$ cat config.mk
export PLATFORM = sky130hd
export DESIGN_NAME = random_pulse_gen_mc
export DESIGN_NICKNAME = d
export VERILOG_FILES = /design/src/rtl/rpg_pkg.sv /design/src/rtl/rpg_channel.sv /design/src/rtl/random_pulse_gen_mc.sv
export SDC_FILE = /design/constraint.sdc
export NUM_CORES = 1
export LEC_CHECK = 0
export ABC_AREA = 0
export BUFFER_PORTS_ARGS = -buffer_cell sky130_fd_sc_hd__buf_2
export CAP_MARGIN = 20
export CORE_ASPECT_RATIO = 0.75
export CORE_MARGIN = 2
export CORE_UTILIZATION = 60
export DETAILED_ROUTE_END_ITERATION = 6
export HOLD_SLACK_MARGIN = 0.02
export PLACE_DENSITY_LB_ADDON = 0.08
export SYNTH_ARGS = -nofsm -noshare
export SYNTH_HDL_FRONTEND = slang
export SYNTH_HIERARCHICAL = 1
export SYNTH_SLANG_ARGS = --single-unit
$ cat constraint.sdc
create_clock -name clk -period 2.8 [get_ports clk]
set_input_delay 0.56 -clock clk [delete_from_list [all_inputs] [get_ports clk]]
set_output_delay 0.56 -clock clk [all_outputs]
set_load 0.1 [all_outputs]
$ cat src/rtl/rpg_pkg.sv
`default_nettype none
// ============================================================================
// Module      : rpg_pkg
// Description : Shared types, constants and helpers for random_pulse_gen_mc.
//               Holds the per-channel state enum, default LFSR taps and seed,
//               and the chan_byte() rotate that derives each channel's random
//               byte from the shared LFSR.
// Revision    : 1.0 - initial release
// ============================================================================
package rpg_pkg;

    typedef enum logic [1:0] {
        IDLE = 2'd0,
        HIGH = 2'd1,
        HOLD = 2'd2
    } rpg_state_e;

    // x^16 + x^14 + x^13 + x^11 + 1 in Galois (right-shift) form
    localparam logic [15:0] C_DEF_TAPS = 16'hB400;
    localparam logic [15:0] C_DEF_SEED = 16'hACE1;

    // Low 8 bits of an lfsr_w-bit word rotated left by 3*idx (mod lfsr_w).
    // The LFSR is passed zero-extended to 64 bits so one function serves any
    // width from 8 to 64. Rotating gives each channel a different view of the
    // same state, so channels trigger largely independently.
    function automatic logic [7:0] chan_byte(input logic [63:0] lfsr,
                                             input int          lfsr_w,
                                             input int          idx);
        int         sh;
        int         src;
        logic [7:0] b;
        b  = '0;
        sh = (3 * idx) % lfsr_w;
        for (int k = 0; k < 8; k++) begin
            // rotate-left: output bit k comes from input bit (k - sh) mod W
            src          = (k - sh + lfsr_w) % lfsr_w;
            b[3'(k)]     = lfsr[6'(src)];
        end
        return b;
    endfunction

endpackage
`default_nettype wire

$ cat src/rtl/rpg_channel.sv
`default_nettype none
// ============================================================================
// Module      : rpg_channel
// Description : One pulse channel. Triggers from IDLE when its random byte is
//               below the density threshold (or density is 8'hFF), then emits
//               a pulse of the latched width followed by the latched hold-off.
//               Optional saturating pulse-start counter when PULSE_COUNT_EN is
//               defined; otherwise count is tied to zero.
// Ports       : clk, rst_n (async, active-low), en, rnd[7:0], density[7:0],
//               width[PW_W-1:0], gap[PW_W-1:0] -> pulse, busy, count[15:0]
// Revision    : 1.0 - initial release
// ============================================================================
module rpg_channel
    import rpg_pkg::*;
#(
    parameter int PW_W = 4
) (
    input  logic            clk,
    input  logic            rst_n,
    input  logic            en,
    input  logic [7:0]      rnd,
    input  logic [7:0]      density,
    input  logic [PW_W-1:0] width,
    input  logic [PW_W-1:0] gap,
    output logic            pulse,
    output logic            busy,
    output logic [15:0]     count
);

    localparam logic [PW_W-1:0] c_one = PW_W'(1);

    rpg_state_e      r_state;
    rpg_state_e      w_state_nxt;
    logic [PW_W-1:0] r_cnt;        // cycles remaining in the current phase, minus one
    logic [PW_W-1:0] w_cnt_nxt;
    logic [PW_W-1:0] r_gap;        // gap latched at trigger time
    logic [PW_W-1:0] w_gap_nxt;
    logic            r_pulse;
    logic            w_trig;

    assign w_trig = en && (r_state == IDLE) &&
                    ((density == 8'hFF) || (rnd < density));

    always_ff @(posedge clk or negedge rst_n) begin
        if (!rst_n) begin
            r_state <= IDLE;
            r_cnt   <= '0;
            r_gap   <= '0;
            r_pulse <= 1'b0;
        end else begin
            r_state <= w_state_nxt;
            r_cnt   <= w_cnt_nxt;
            r_gap   <= w_gap_nxt;
            r_pulse <= (w_state_nxt == HIGH);
        end
    end

    always_comb begin
        w_state_nxt = r_state;
        w_cnt_nxt   = r_cnt;
        w_gap_nxt   = r_gap;
        case (r_state)
            IDLE: begin
                if (w_trig) begin
                    w_state_nxt = HIGH;
                    // width 0 behaves as 1, i.e. zero extra cycles
                    w_cnt_nxt   = (width == '0) ? '0 : width - c_one;
                    w_gap_nxt   = gap;
                end
            end
            HIGH: begin
                if (r_cnt == '0) begin
                    if (r_gap != '0) begin
                        w_state_nxt = HOLD;
                        w_cnt_nxt   = r_gap - c_one;
                    end else begin
                        w_state_nxt = IDLE;
                    end
                end else begin
                    w_cnt_nxt = r_cnt - c_one;
                end
            end
            HOLD: begin
                if (r_cnt == '0) begin
                    w_state_nxt = IDLE;
                end else begin
                    w_cnt_nxt = r_cnt - c_one;
                end
            end
            default: w_state_nxt = IDLE;
        endcase
    end

    assign pulse = r_pulse;
    assign busy  = (r_state != IDLE);

`ifdef PULSE_COUNT_EN
    logic [15:0] r_count;

    always_ff @(posedge clk or negedge rst_n) begin
        if (!rst_n) begin
            r_count <= '0;
        end else if (w_trig && (r_count != 16'hFFFF)) begin
            r_count <= r_count + 16'd1;
        end
    end

    assign count = r_count;
`else
    assign count = 16'h0000;
`endif

endmodule
`default_nettype wire

$ cat src/rtl/random_pulse_gen_mc.sv
`default_nettype none
// ============================================================================
// Module      : random_pulse_gen_mc
// Description : Multi-channel random pulse generator. A shared Galois LFSR
//               feeds N_CH rpg_channel instances, each seeing its own rotated
//               byte of the LFSR. Optional per-channel pulse-start counters
//               (macro PULSE_COUNT_EN) are read back through cnt_sel.
// Ports       : clk, rst_n (async, active-low), en, density[7:0],
//               width[PW_W-1:0], gap[PW_W-1:0], reseed, seed[LFSR_W-1:0],
//               cnt_sel[2:0] -> pulse[N_CH-1:0], busy[N_CH-1:0], count[15:0]
// Config      : PULSE_COUNT_EN - enables the per-channel counters
// Revision    : 1.0 - initial release
// ============================================================================
module random_pulse_gen_mc
    import rpg_pkg::*;
#(
    parameter int                N_CH   = 4,     // 1..8
    parameter int                LFSR_W = 16,    // 8..64
    parameter logic [LFSR_W-1:0] TAPS   = LFSR_W'(C_DEF_TAPS),
    parameter logic [LFSR_W-1:0] SEED   = LFSR_W'(C_DEF_SEED),
    parameter int                PW_W   = 4
) (
    input  logic              clk,
    input  logic              rst_n,
    input  logic              en,
    input  logic [7:0]        density,
    input  logic [PW_W-1:0]   width,
    input  logic [PW_W-1:0]   gap,
    input  logic              reseed,
    input  logic [LFSR_W-1:0] seed,
    input  logic [2:0]        cnt_sel,
    output logic [N_CH-1:0]   pulse,
    output logic [N_CH-1:0]   busy,
    output logic [15:0]       count
);

    logic [LFSR_W-1:0]      r_lfsr;
    logic [63:0]            w_lfsr_ext;
    logic [N_CH-1:0][15:0]  w_cnt;

    // Reseed wins over stepping; a zero seed would lock the LFSR, so it
    // falls back to SEED.
    always_ff @(posedge clk or negedge rst_n) begin
        if (!rst_n) begin
            r_lfsr <= SEED;
        end else if (reseed) begin
            r_lfsr <= (seed != '0) ? seed : SEED;
        end else if (en) begin
            r_lfsr <= (r_lfsr >> 1) ^ (r_lfsr[0] ? TAPS : '0);
        end
    end

    assign w_lfsr_ext = 64'(r_lfsr);

    // Channels see the current (pre-update) LFSR, so a trigger coinciding
    // with a reseed uses the old value.
    for (genvar i = 0; i < N_CH; i++) begin : g_ch
        logic [7:0] w_rnd;
        assign w_rnd = chan_byte(w_lfsr_ext, LFSR_W, i);

        rpg_channel #(
            .PW_W (PW_W)
        ) u_ch (
            .clk     (clk),
            .rst_n   (rst_n),
            .en      (en),
            .rnd     (w_rnd),
            .density (density),
            .width   (width),
            .gap     (gap),
            .pulse   (pulse[i]),
            .busy    (busy[i]),
            .count   (w_cnt[i])
        );
    end

    // Out-of-range selects read zero.
    always_comb begin
        count = '0;
        for (int i = 0; i < N_CH; i++) begin
            if (cnt_sel == 3'(i)) begin
                count = w_cnt[i];
            end
        end
    end

endmodule
`default_nettype wire

---- After elaboration in Yosys (flattened, before gate mapping) ----
Cells that the tools add are included.
storage, ports and cells
  memories ................................ 0
  output and inout bits ................... 24
  ROM bits ................................ 0
  memory bits (writable) .................. 0
  bits in registers ....................... 60
  bits in latches ......................... 0
operators by class
  order comparisons ....................... 4
  bitwise gates (word level) .............. 1
  equality and inequality tests ........... 25
  multiplexer cells ....................... 45
  reductions and logical operators ........ 43
  shift operators ......................... 0
  $add $sub $neg .......................... 9
  multipliers ............................. 0
  divide/modulo/power cells ............... 0
operators with widths
  cell                 count
  $mux 4               17
  $mux 16              4
  $pmux 4 s3           4
  $sub 4x1->4 const B  9
  $lt 4x8->1           4
  $mux 2               16
  $pmux 2 s3           4
  $logic_not 4->1      5
  $eq 2x1->1 const B   8
  $reduce_and 4->1     4
  $reduce_bool 16->1   1
  $reduce_bool 4->1    4
  $xor 15x16->16       1
  $ne 3x3->1 const B   4
  $reduce_bool 3->1    4
  $reduce_bool 2->1    5
  $eq 2x2->1 const B   4
  $eq 8x8->1 const B   1
  $logic_and 1x1->1    8
  $logic_not 2->1      4
  $ne 2x1->1 const B   4
  $ne 2x2->1 const B   4
  $reduce_and 2->1     4
  $logic_or 1x1->1     4

---- Depth between registers and ports, before layout ----
Gate-level depths: netlist of run 1.
  depth in word-level cells ............... 6
  depth in mapped cells ................... 7
  gate-level depth less buffers ........... 7

---- Hierarchy ----
The synthesis of run 1 kept the hierarchy.
modules (own cells, without submodules)
  module               sequential area each (um^2)  instances  cells each  area each (um^2)
  rpg_channel          275.3                        4          134         1,189.9
  random_pulse_gen_mc  410.4                        1          109         1,322.5

---- Worst setup path after synthesis of run 1 ----
No wires, ideal clock.
  kind .................................... register to register
  start ................................... register g_ch[0].u_ch.r_state[0]
  end ..................................... register g_ch[0].u_ch.r_cnt[0]
  path buffers ............................ 0
  setup slack ............................. 0.655 ns
  cell stages (with the launch flop) ...... 6
  arrival time ............................ 2.020 ns
  setup time .............................. 0.125 ns
  period minus slack after synthesis ...... 2.145 ns
  required time ........................... 2.675 ns
  path through ............................ dfrtp_1 inv_1 ha_1 inv_1 o31ai_2 mux2_4
on the way
  cells in the longest elaborated chain, start to end .. 5
  elaborated cells on any way between the ends .. 11
  classes of those cells .................. eq/ne: 5; mux: 1; reduce/logical: 5
RTL lines
  what                               RTL line                              RTL
  start: declaration                 rpg_channel.sv:32                     rpg_state_e r_state;
  start signal: assignment           rpg_channel.sv:51                     r_state <= w_state_nxt;
  $logic_not 2->1                    rpg_channel.sv:41, rpg_channel.sv:62
  $logic_and 1x1->1 (2 in a row)     rpg_channel.sv:41                     assign w_trig = en && (r_state == IDLE) &&
  $ne 2x1->1 (no source line)        -
  $reduce_and 4->1 (no source line)  -
  end signal: assignment             rpg_channel.sv:52                     r_cnt <= w_cnt_nxt;
  end: declaration                   rpg_channel.sv:34                     logic [PW_W-1:0] r_cnt;
Several ways; a longest one is shown, not always the timed one.
A chain may end at the register's enable or synchronous reset.

---- Worst setup path after layout of run 1 ----
  start ................................... register g_ch[2].u_ch.r_state[0]
  end ..................................... output busy[2]
on the way
  cells in the longest elaborated chain, start to end .. 1
RTL lines
  what                      RTL line                   RTL
  start: declaration        rpg_channel.sv:32
  start signal: assignment  rpg_channel.sv:51
  $reduce_bool 2->1         rpg_channel.sv:95          assign busy = (r_state != IDLE);
  end: declaration          random_pulse_gen_mc.sv:33  output logic [N_CH-1:0] busy,
Every way passes these cells.

==> impl_metrics.yaml, run 1 <==
run_status:
  status: "complete, but fails checks"
  violations: "slew limit"
logic_synthesis:
  yosysTopAreaCell: "dfrtp_1"
  syn_avg_cell_area_um2: 9.43
  synth_cells: 645
  ys_warn_count: 6
  ys_seq_area_share_pct: 24.9
  synth_cell_types: 51
  async_flop_share_pct: 100
  synth-edff-count: 0
  yosys.area.top_type_share_pct: 21.4
  ys_seq_elements: 60
  synth.area.top_cells: "dfrtp_1, ha_1, buf_4, mux4_2, inv_1"
  syn_area_um2: 6080
  ys.flop_type: "dfrtp_1"
  synth_commonest_cells: "buf_4, ha_1, inv_1"
global_route:
  grt_max_degree: 31
  grt_pass1_vias: 4541
  antenna_found_initial: 0
  grt_overflow_total: 0
  grt_pass1_wl_um: 21300
  grtUsageTotal_pct: 23.8
drt:
  dr.pass1.iters: 4
  drt.antenna.violating_nets: 0
  drt_iter0_drc: 179
  wl_per_cell_um: 15.1
  drc_errors: 0
  vias_per_cell: 5.53
  routed_wl_um: 12700
  vias: 4653
place:
  dp_hpwl_um: 9670
  dp_slack_ns: 0.419
  gp_congestion: 0.941
  portBuffers: 46
die:
  die_w_um: 120
  die_y_um: 91.2
  initial_core_util_pct: 62.2
  io-pin-count: 63
  core_um2: 9770
  die-area_um2: 11000
  fp-row-count: 31
clocking:
  clkLatencyLatePin_ns: 0.33
  clkSinkCount: 60
  clock_path_buffers: 2
  ctsHoldBuffers: 0
  clk_pin_slew_worst_paths_ns: 0.06
  numCtsBuffers: 9
  cts_resized: 0
  post_cts_buffers: 0
  cts_max_level: 3
  cts_root_buf: "clkbuf_16"
  cts_tree: "done"
worst_setup_path:
  critPathLaunch: "g_ch[2].u_ch/r_state[0]$_DFF_PN0_"
  criticalPathCategory: "flop to output pin"
  r2r_end: "g_ch[1].u_ch/pulse$_DFF_PN0_"
  critPathMaxFanout: 6
  arrival_ns: 1.74
  r2r_start: "g_ch[1].u_ch/r_cnt[0]$_DFFE_PN0P_"
  start_kind: "flop"
  crit_required_ns: 2.24
  end_kind: "output pin"
  reg2reg_depth: 7
  r2r_setup_slack_ns: 0.70
cells_and_area:
  final_nets: 808
  area_delta_synth_final_pct: 8.29
  diodes: 0
  drive_above_1_share_pct: 20.4
pwr:
  p_per_area_nw_per_um2: 916
  p_sw_mw: 2.69
  p_int_mw: 3.35
  ir_worst_vdd_v: 0.000888
  p_comb_share_pct: 54.1
  p_leak_nw: 3.10
  clkPwrFrac_pct: 19.7
  seqPwrFrac_pct: 26.2
  switching_share_pct: 44.5
timing:
  max_freq_mhz: 435
  drv_slew: 16
  worst_pin_slew_ns: 1.84
  layout_min_cycle_time_ns: 2.30
  setup_viol: 0
  rsz0062_at_grt: "false"
  relSlewSlack_pct: -22.6
  finalClockSkew_ns: 0.00971
  finalHoldViolations: 0
  fin_tns_setup_ns: 0
  period_share_pct: 82.2
  setup_ws_ns: 0.500
job:
  maxCapViolations: 0
worst_hold_path:
  hold_class: "input pin to asynchronous set/reset pin"
-- placed cells by master (no fill, tap or decap), types with 5 or more instances in the layout --
cell type	count
a211oi_1	8
a21oi_1	22
buf_2	46
buf_4	6
clkbuf_16	9
conb_1	80
dfrtp_1	52
dfstp_2	8
ha_1	64
inv_1	64
mux2_2	18
mux2_4	8
mux2i_1	16
mux4_2	16
nand2_1	32
nand2b_1	8
nor2_1	42
nor2b_1	28
nor3_1	12
nor3b_1	8
o211ai_1	8
o21ai_0	32
o22a_2	5
xnor2_1	14
xor2_1	5
-- cell type report --
class | instances | area (um^2)
multi-input combinational | 518 | 4080
fill | 824 | 3190
sequential | 60 | 1510
timing repair buffer | 52 | 275
clock buffer | 12 | 246
inverter | 64 | 240
tap | 132 | 165
clock inverter | 4 | 72.6
-- how the worst max path moves through the flow --
stage	endpoint	depth (start not counted)	slack [ns]
2_1_floorplan	g_ch[0].u_ch/r_cnt[0]$_DFFE_PN0P_	5	0.65
3_3_place_gp	g_ch[0].u_ch/r_cnt[2]$_DFFE_PN0P_	6	0.44
3_5_place_dp	g_ch[2].u_ch/r_cnt[0]$_DFFE_PN0P_	7	0.42
4_1_cts	busy[2]	4	0.50
5_1_grt	busy[2]	4	0.43
6_report	busy[2]	4	0.50
-- critical path, cell delays in order (launching register included) --
cell and delay [ns]:
dfrtp_1 0.45, inv_1 0.11, ha_1 0.26, inv_1 0.14, buf_2 0.45
-- registers in the layout, indices dropped and copies added (netlist names) --
name and flops:
g_ch.u_ch/r_gap 16, g_ch.u_ch/pulse 4, g_ch.u_ch/r_cnt 16, r_lfsr 16, g_ch.u_ch/r_state 8
-- routing by layer --
layer	GRT usage [%]	wire length, um	vias up
li1	-	-	2296
met1	31.9	6030	2254
met2	39.5	6070	97
met3	5.28	499	6
met4	5.14	74	0
met5	0	0	-
-- power by group through the flow --
stage | registers [mW] | clock network (mW) | logic [mW]
floorplan | 1.67 | 0 | 2.56
global placement | 1.56 | 0 | 3.13
detailed placement | 1.58 | 0 | 3.23
CTS | 1.58 | 1.22 | 3.25
global route | 1.63 | 1.25 | 3.57
finish | 1.58 | 1.19 | 3.27
-- logic make-up after synthesis --
logic type,Yosys count,synth area share [%]
xor gates and xnor gates,19,2.74
AOI/OAI and AO/OA,135,17.6
muxes,62,14.6
DFF,60,24.9
other,5,0.309
and+or+nand+nor,158,14.0
buffers and inverters,142,12.8
adders and majority gates,64,13.2
-- through the flow --
stage                     power [mW]  cells  hold slack (ns)  cell area, um^2  util, %
final                           6.03    842            0.145             6590     67.4
after global routing            6.45    842            0.167             6590     67.4
after CTS                       6.05    842            0.148             6590     67.4
after detailed placement        4.81    826            0.504             6270     64.1
after global placement          4.69    826            0.502             6270     64.1
after floorplan                 4.22    720            0.264             6360        -
Power figures use the tool's default switching activity.
==> run 2: changes to the inputs <==
ABC_AREA = 1   (was 0)
CORE_UTILIZATION = 55   (was 60)
clock period = 2 ns   (was 2.8 ns; I/O delays follow)
==> run 2 against run 1 <==
The run now ends clean. Critical path depth unchanged. Global-route usage down 1.5 points. Highest routed layer unchanged. Critical endpoint unchanged. Hold slack worse by 0.096 ns.
==> impl_metrics.yaml, run 2 <==
global_route:
  grtUsageTotal_pct: 22.3
  antenna_found_initial: 0
  grt_max_degree: 40
  grt_overflow_total: 0
  grt_pass1_wl_um: 21900
  grt_pass1_vias: 4869
worst_setup_path:
  r2r_setup_slack_ns: 0.29
  slowest_stage: "dfrtp_1"
  arrival_ns: 1.47
  cp_cell_sequence: "inv_1 -> ha_2 -> inv_1 -> buf_12"
  critPathMaxFanout: 4
  r2r_start: "r_lfsr[10]$_DFFE_PN1P_"
  start_kind: "flop"
  r2r_end: "g_ch[3].u_ch/r_cnt[2]$_DFFE_PN0P_"
  crit_top_cell: "inv_1"
  end_kind: "output pin"
  crit_path_max_incr_delay_ns: 0.42
  crit_required_ns: 1.60
  reg2reg_depth: 13
  criticalPathCategory: "flop to output pin"
pwr:
  p_comb_share_pct: 60.1
  switching_share_pct: 49.1
  ir_worst_vdd_v: 0.00122
  p_int_mw: 4.57
  seqPwrFrac_pct: 22.8
  clkPwrFrac_pct: 17.1
  p_per_area_nw_per_um2: 1320
  p_sw_mw: 4.41
  power_mw: 8.98
  p_leak_nw: 3.77
die:
  die_w_um: 127
  core_um2: 11000
  io-pin-count: 63
  initial_core_util_pct: 56.7
  fp-row-count: 33
  die-area_um2: 12200
  die_y_um: 96.3
clocking:
  cts_root_buf: "clkbuf_16"
  numCtsBuffers: 9
  ctsHoldBuffers: 0
  clkLatencyLatePin_ns: 0.33
  clock_path_buffers: 2
  clkSinkCount: 60
  clk_pin_slew_worst_paths_ns: 0.05
  cts_max_level: 3
  cts_tree: "done"
cells_and_area:
  drive_above_1_share_pct: 14.8
  final_nets: 1075
  final_cells: 1115
  register_area_um2: 1510
  final_cell_mix: "nand2_1, inv_1, conb_1"
  diodes: 0
  multi_input_area_um2: 3960
  final_area_um2: 6810
  nFillCells: 1055
  area_delta_synth_final_pct: 8.96
  utilization_pct: 61.8
  top_regs: "g_ch.u_ch/r_cnt: 16 flops, g_ch.u_ch/r_gap: 16 flops, r_lfsr: 16 flops"
  final_common_cell: "nand2_1"
worst_hold_path:
  hold_class: "input pin to asynchronous set/reset pin"
logic_synthesis:
  yosysTopAreaCell: "dfrtp_1"
  synth_cell_types: 33
  yosysMostFrequentCell: "nand2_1"
  ys_seq_area_share_pct: 24.2
  ys.flop_type: "dfrtp_1"
  synth.area.top_cells: "dfrtp_1, nand2_1, ha_1, inv_1, buf_4"
  yosys.area.top_type_share_pct: 20.8
  syn_area_um2: 6250
  async_flop_share_pct: 100
  ys_warn_count: 6
  synth_cells: 910
  synth-edff-count: 0
  synth_commonest_cells: "nand2_1, inv_1, nor2_1"
  ys_seq_elements: 60
  syn_avg_cell_area_um2: 6.87
timing:
  worst_pin_slew_ns: 0.915
  finalHoldViolations: 0
  period_share_pct: 93.4
  setup_ws_ns: 0.133
  rsz0062_at_grt: "false"
  setup_viol: 0
  finalClockSkew_ns: 0.00451
  fin_tns_setup_ns: 0
  max_freq_mhz: 536
  relSlewSlack_pct: 38.7
  timing.hold.ws_ns: 0.0484
  layout_min_cycle_time_ns: 1.87
  drv_slew: 0
drt:
  dr.pass1.iters: 4
  wl_per_cell_um: 11.3
  drc_errors: 0
  drt.antenna.violating_nets: 0
  routed_wl_um: 12600
  vias: 5225
  vias_per_cell: 4.69
  drt_iter0_drc: 292
run_status:
  status: "finished clean"
place:
  dp_slack_ns: 0.131
  dpl-instance-area_um2: 6510
  dp_hpwl_um: 9900
  placedCellCount: 1101
  portBuffers: 46
  gp_congestion: 0.846
job:
  maxCapViolations: 0
==> run 2: cell type report <==
cell class	count	share of cell area, %
multi-input combinational	709	58.2
inverter	143	8.02
clock inverter	2	0.514
timing repair buffer	49	4.77
clock buffer	12	3.76
tap	140	2.57
sequential	60	22.2
==> run 2: kinds of logic after synthesis <==
logic type | synth area share [%]
flops | 24.2
fa+ha+maj | 12.8
xor+xnor | 2.52
compound gates | 10.9
buf+inv | 17.1
simple gates | 32.2
other cells | 0.300
==> run 2: power groups by stage <==
stage / Sequential [mW] / Combinational [mW] / Clock, mW
2_1_floorplan: 2.20 / 4.17 / 0
3_3_place_gp: 2.06 / 5.28 / 0
3_5_place_dp: 2.06 / 5.33 / 0
4_1_cts: 2.04 / 5.37 / 1.58
5_1_grt: 2.10 / 6.09 / 1.63
6_report: 2.04 / 5.40 / 1.54
==> run 2: worst max-delay path: cells and delay by family (launching register included) <==
family | cells | cell delay, ns
adder cells (fa/ha/maj) | 1 | 0.30
buffers and inverters | 3 | 0.41
flip-flops | 1 | 0.42
==> run 2: worst max path at each step <==
stage / startpoint / to / slack [ns] / depth (start not counted)
global route: g_ch[2].u_ch/r_state[1]$_DFF_PN0_ / busy[2] / 0.06 / 4
global placement: density[1] / g_ch[3].u_ch/r_cnt[3]$_DFFE_PN0P_ / 0.19 / 15
detailed placement: density[1] / g_ch[3].u_ch/r_cnt[3]$_DFFE_PN0P_ / 0.13 / 15
finish: g_ch[2].u_ch/r_state[1]$_DFF_PN0_ / busy[2] / 0.13 / 4
floorplan: g_ch[0].u_ch/r_state[0]$_DFF_PN0_ / busy[0] / 0.25 / 3
CTS: g_ch[0].u_ch/r_state[1]$_DFF_PN0_ / busy[0] / 0.02 / 4
==> run 2: timing repair <==
| action | 4_1_cts | 5_1_grt |
|---|---|---|
| buffers inserted | 0 | 0 |
| setup endpoints to repair | 1 | 3 |
| gates resized for setup | 1 | 3 |
| gates cloned | 0 | 0 |
==> run 2: metal layers <==
| layer | up-vias | part of all wire (%) | track usage (%) |
|---|---|---|---|
| met3 | 14 | 5.3 | 5.28 |
| met4 | 0 | 1.5 | 5.77 |
| li1 | 2842 | - | - |
| met1 | 2284 | 53 | 31.6 |
| met2 | 85 | 41 | 34.5 |
| met5 | - | 0 | 0 |
